### src/rtl/game_flow_sequencer.sv
// Game state sequencer: start screen, N levels with life counter, timed clear/death banners, win and game-over screens.
// Optional pause support is compiled in with `define GAME_FLOW_PAUSE_EN.
module game_flow_sequencer #(
    parameter int NUM_LEVELS    = 3,
    parameter int LIVES         = 3,
    parameter int BANNER_CYCLES = 25000000,
    parameter int SEL_W         = 4
) (
    input  logic             vga_clock,
    input  logic             reset,
    input  logic             start_button,
`ifdef GAME_FLOW_PAUSE_EN
    input  logic             pause_button,
`endif
    input  logic             level_win,
    input  logic             level_lose,
    output logic [SEL_W-1:0] screen_sel,
    output logic             level_reset,
    output logic             level_enable,
    output logic             banner_active,
    output logic [3:0]       lives_left
);

    localparam int CNT_W = $clog2(BANNER_CYCLES + 1);
    localparam logic [CNT_W-1:0] CNT_TERM  = CNT_W'(BANNER_CYCLES - 1);
    localparam logic [SEL_W-1:0] SEL_LAST  = SEL_W'(NUM_LEVELS);
    localparam logic [SEL_W-1:0] SEL_WIN   = SEL_W'(NUM_LEVELS + 1);
    localparam logic [SEL_W-1:0] SEL_OVER  = SEL_W'(NUM_LEVELS + 2);
    localparam logic [3:0]       LIVES_INI = 4'(LIVES);

    typedef enum logic [2:0] {
        START,
        LOAD,
        PLAY,
        CLEAR,
        DEATH,
        WIN,
        GAME_OVER
`ifdef GAME_FLOW_PAUSE_EN
        , PAUSED
`endif
    } state_t;

    state_t           state;
    logic [SEL_W-1:0] level;
    logic [CNT_W-1:0] banner_cnt;
    logic             start_p0;
    logic             start_p1;
    logic             start_press;

    // Buttons idle high; a press is a high-to-low edge seen across the two sync stages
    assign start_press = start_p1 & ~start_p0;

`ifdef GAME_FLOW_PAUSE_EN
    logic pause_p0;
    logic pause_p1;
    logic pause_press;

    assign pause_press = pause_p1 & ~pause_p0;

    always_ff @(posedge vga_clock) begin
        if (reset) begin
            pause_p0 <= 1'b1;
            pause_p1 <= 1'b1;
        end else begin
            pause_p0 <= pause_button;
            pause_p1 <= pause_p0;
        end
    end
`endif

    always_ff @(posedge vga_clock) begin
        if (reset) begin
            state         <= START;
            screen_sel    <= '0;
            level_reset   <= 1'b0;
            level_enable  <= 1'b0;
            banner_active <= 1'b0;
            lives_left    <= LIVES_INI;
            level         <= SEL_W'(1);
            banner_cnt    <= '0;
            start_p0      <= 1'b1;
            start_p1      <= 1'b1;
        end else begin
            start_p0    <= start_button;
            start_p1    <= start_p0;
            level_reset <= 1'b0;

            case (state)
                START: begin
                    if (start_press) begin
                        state       <= LOAD;
                        level       <= SEL_W'(1);
                        lives_left  <= LIVES_INI;
                        screen_sel  <= SEL_W'(1);
                        level_reset <= 1'b1;
                    end
                end

                LOAD: begin
                    state        <= PLAY;
                    level_enable <= 1'b1;
                end

                PLAY: begin
`ifdef GAME_FLOW_PAUSE_EN
                    if (pause_press) begin
                        state        <= PAUSED;
                        level_enable <= 1'b0;
                    end else
`endif
                    if (level_win) begin
                        level_enable <= 1'b0;
                        banner_cnt   <= '0;
                        if (level == SEL_LAST) begin
                            state      <= WIN;
                            screen_sel <= SEL_WIN;
                        end else begin
                            state         <= CLEAR;
                            banner_active <= 1'b1;
                        end
                    end else if (level_lose) begin
                        level_enable  <= 1'b0;
                        banner_cnt    <= '0;
                        banner_active <= 1'b1;
                        state         <= DEATH;
                        if (lives_left != 4'd0)
                            lives_left <= lives_left - 4'd1;
                    end
                end

                CLEAR: begin
                    if (banner_cnt == CNT_TERM) begin
                        banner_cnt    <= '0;
                        banner_active <= 1'b0;
                        level         <= level + SEL_W'(1);
                        screen_sel    <= level + SEL_W'(1);
                        level_reset   <= 1'b1;
                        state         <= LOAD;
                    end else begin
                        banner_cnt <= banner_cnt + CNT_W'(1);
                    end
                end

                DEATH: begin
                    if (banner_cnt == CNT_TERM) begin
                        banner_cnt    <= '0;
                        banner_active <= 1'b0;
                        if (lives_left == 4'd0) begin
                            state      <= GAME_OVER;
                            screen_sel <= SEL_OVER;
                        end else begin
                            state       <= LOAD;
                            level_reset <= 1'b1;
                        end
                    end else begin
                        banner_cnt <= banner_cnt + CNT_W'(1);
                    end
                end

                WIN, GAME_OVER: begin
                    if (start_press) begin
                        state      <= START;
                        screen_sel <= '0;
                    end
                end

`ifdef GAME_FLOW_PAUSE_EN
                PAUSED: begin
                    if (start_press) begin
                        state      <= START;
                        screen_sel <= '0;
                    end else if (pause_press) begin
                        state        <= PLAY;
                        level_enable <= 1'b1;
                    end
                end
`endif

                default: begin
                    state         <= START;
                    screen_sel    <= '0;
                    level_enable  <= 1'b0;
                    banner_active <= 1'b0;
                end
            endcase
        end
    end

endmodule

### config.mk
export PLATFORM = sky130hd
export DESIGN_NAME = game_flow_sequencer
export DESIGN_NICKNAME = d
export VERILOG_FILES = /design/src/rtl/game_flow_sequencer.sv
export SDC_FILE = /design/constraint.sdc
export NUM_CORES = 1
export LEC_CHECK = 0
export ABC_AREA = 0
export CORE_ASPECT_RATIO = 0.9
export CORE_MARGIN = 2
export CORE_UTILIZATION = 50
export CTS_CLUSTER_DIAMETER = 40
export DETAILED_ROUTE_END_ITERATION = 6
export PLACE_DENSITY_LB_ADDON = 0.12
export SYNTH_ARGS = -nofsm -noshare
export SYNTH_HDL_FRONTEND = slang
export SYNTH_SLANG_ARGS = --single-unit
### constraint.sdc
create_clock -name vga_clock -period 4.98 [get_ports vga_clock]
set_clock_uncertainty 0.1 [all_clocks]
set_input_delay 0.996 -clock vga_clock [delete_from_list [all_inputs] [get_ports vga_clock]]
set_output_delay 0.996 -clock vga_clock [all_outputs]
set_load 0.005 [all_outputs]
==> summary.md <==
| Metric | Value |
|---|---|
| Post_cts resized | 0 |
| Core area | 5220 µm² |
| Synth Flop Type | dfxtp_1 |
| Area Growth Syn to Fin | 8.55% |
| Leakage | 0.000994 µW |
| Synth warnings | 0 |
| Placement row count | 25 |
| Die height | 73.4 µm |
| N_diodes | 0 |
| Synth area leader | dfxtp_1 |
| Total GRT Usage | 20.9% |
| Area contributors post-synth | dfxtp_1, xor2_1, nor2_2 |
| Worst hold path type | reg -> reg |
| Die ar. | approximately 6000 µm² |
| Ports | 16 |
| Vias in the first global route | 1,971 |
| Slew HR | 38.2% |
| Number of setup buffers added after CTS | 0 |
| Root Driver | clkbuf_8 |
| Initial Utilization | 51.3% |
| CTS Buffer Depth | 2 |
| Post-synth EDFFs | 0 |
| PD cells | 243 nW/µm² |
| Synthesized area | 2680 µm² |
| Layout cells sized above 1 | 17.6% |
| Max-Cap Viols | 0 |
| Yosys top cell area share | 33.6% |
| RSZ-0062 raised after global routing | no |
| Total overflow reported by the global router | 0 |
| Die Wd | 81.2 µm |
| Final Power | 706 µW |
| Drt first pass iters | 4 |
| Antenna viol nets, final | 0 |
| Final setup violating endpoints | 0 |
| Global-route wire length before repair | 9680 µm |
| GP Congestion | 0.850 |
| Dpl hpwl | 4120 µm |
| Drt wl/cell | 15.3 µm |
| TritonCTS sink count | 45 |
| Vias per cell | 5.95 |
| Required @ worst endpoint | 5.06 ns |
| Setup crit start kind | input pin |
| Status | complete, no violations |
| Arrival time at the worst endpoint | 3.00 ns |
| Post-route minimum period | ~2.9 ns |
| Largest net degree at the start of global routing | 24 |
| TritonCTS clock tree | done |
| I/O Buffers | 15 |
| CTS Hold Bufs | 0 |
| DRT Wirelength | 5730 µm |
| DR DRC count | 0 |
| Vias | about 2,200 |
| CTS buffer count | 5 |
| Syn Nets | 307 |
| DRT iter0 DRCs | between 90 and 100 |
| # nets final | 316 |
| Clk_lat worst skew | 0.29 ns |
| Reg clk slew, reported paths | roughly 0.080 ns |
| CP max FO | 11 |
| Fin crit share | 58.6% |
| Crit end category | register |
| Synth top cells by count | dfxtp_1, xor2_1, nor2_2 |
| WS Path Type | in -> reg |
| Yosys reg bits | 45 |
| Final Hold Vio Count | 0 |
| Mapped Cells | 298 |
| Final max-slew violation count | 0 |
| TNS Setup | 0 ns |
| H-tree lvl count | 2 |
| Fmax | roughly 340 MHz |
| Ys async rst share | 0% |
| Avg Inst Size Synth | 8.99 µm² |
| Netlist cell types | 72 |
| Seq/Total Area, Yosys | 33.6% |
| Max IR drop VDD | ~0.13 mV |
| Initial antenna violation count | 0 |
| Most common cell in the netlist | dfxtp_1 |
| Worst slew pin tran | 0.927 ns |
-- final timing paths --
path | from | to | slack [ns] | depth (start not counted)
setup reg to reg | state[2]$_SDFFE_PP0P_ | banner_cnt[21]$_SDFFE_PP0P_ | 2.42 | 5
hold reg to reg | screen_sel[1]$_SDFFE_PP0P_ | screen_sel[1]$_SDFFE_PP0P_ | 0.37 | 2
hold / removal | screen_sel[1]$_SDFFE_PP0P_ | screen_sel[1]$_SDFFE_PP0P_ | 0.37 | 2
setup / recovery | level_win | banner_cnt[20]$_SDFFE_PP0P_ | 2.06 | 6
-- layout make-up --
cell class / count / area (µm²)
Clock buffer: 5 / 68.8
Multi-Input combinational cell: 230 / 1630
Tap cell: 67 / 83.8
Fill cell: 468 / 2320
Inverter: 9 / 33.8
Clock inverter: 2 / 35.0
Timing Repair Buffer: 16 / 158
Sequential cell: 45 / 901
-- metal layers --
metal / global-route usage (%) / share of wire [%]
met5: 0 / 0
met4: 4.90 / 0.47
met3: 3.44 / 4.4
met2: 30.9 / 42
met1: 31.6 / 53
-- state kept, by name (all words and copies together), names as in the netlist --
name and flops:
banner_cnt 25, level 4, lives_left 4, screen_sel 4, state 3, banner_active 1
level_enable 1, level_reset 1, start_p0 1, start_p1 1
-- per-stage QoR --
step	worst slack (ns)	instance area (µm²)	util [%]	hold WS, ns	instances
floorplan	2.69	2680	-	0.348	298
global placement	1.81	2800	53.7	0.357	367
detailed placement	1.73	2800	53.7	0.362	367
CTS	2.04	2910	55.7	0.375	374
global route	1.90	2910	55.7	0.405	374
finish	2.06	2910	55.7	0.371	374
-- cells by family (layout without fill, tap and decap cells) --
logic type | after synthesis | in the layout | synth area share (%)
simple gates | 147 | 147 | 35.2
compound gates | 51 | 51 | 14.4
flops | 45 | 45 | 33.6
xor+xnor | 25 | 25 | 8.17
buf+inv | 23 | 32 | 5.60
fa+ha+maj | 5 | 5 | 2.24
mux | 2 | 2 | 0.747
-- critical path: stages --
cell and delay, ns:
clkdlybuf4s50_1 0.63, nor3_2 0.14, o2bb2ai_1 0.78, nand3_1 0.20, xor2_1 0.20, nor2_2 0.04
-- layout by cell type, fill, tap and decap left out, types with 3 or more instances in the layout --
master,count
a211o_1,4
a21oi_1,10
and2_1,5
and2_2,3
and4_4,3
clkbuf_8,5
clkdlybuf4s50_1,15
dfxtp_1,45
ha_1,4
inv_1,8
nand2_1,19
nand2b_1,3
nand3_1,15
nand4_1,14
nor2_1,18
nor2_2,20
nor3_1,8
nor3b_1,4
nor4_1,5
nor4bb_1,4
o21a_1,3
o21ai_0,9
or2_2,3
xor2_1,23
-- power by group --
| part | total [µW] | leakage [µW] | switching [µW] | internal, µW |
|---|---|---|---|---|
| sequential | 374 | 0.000364 | 9.17 | 365 |
| combinational | 65.7 | 0.000576 | 40.6 | 25.1 |
| clock | 266 | 0.0000540 | 120 | 146 |
| total | 706 | 0.000994 | 170 | 536 |
(Power assumes the default switching activity.)
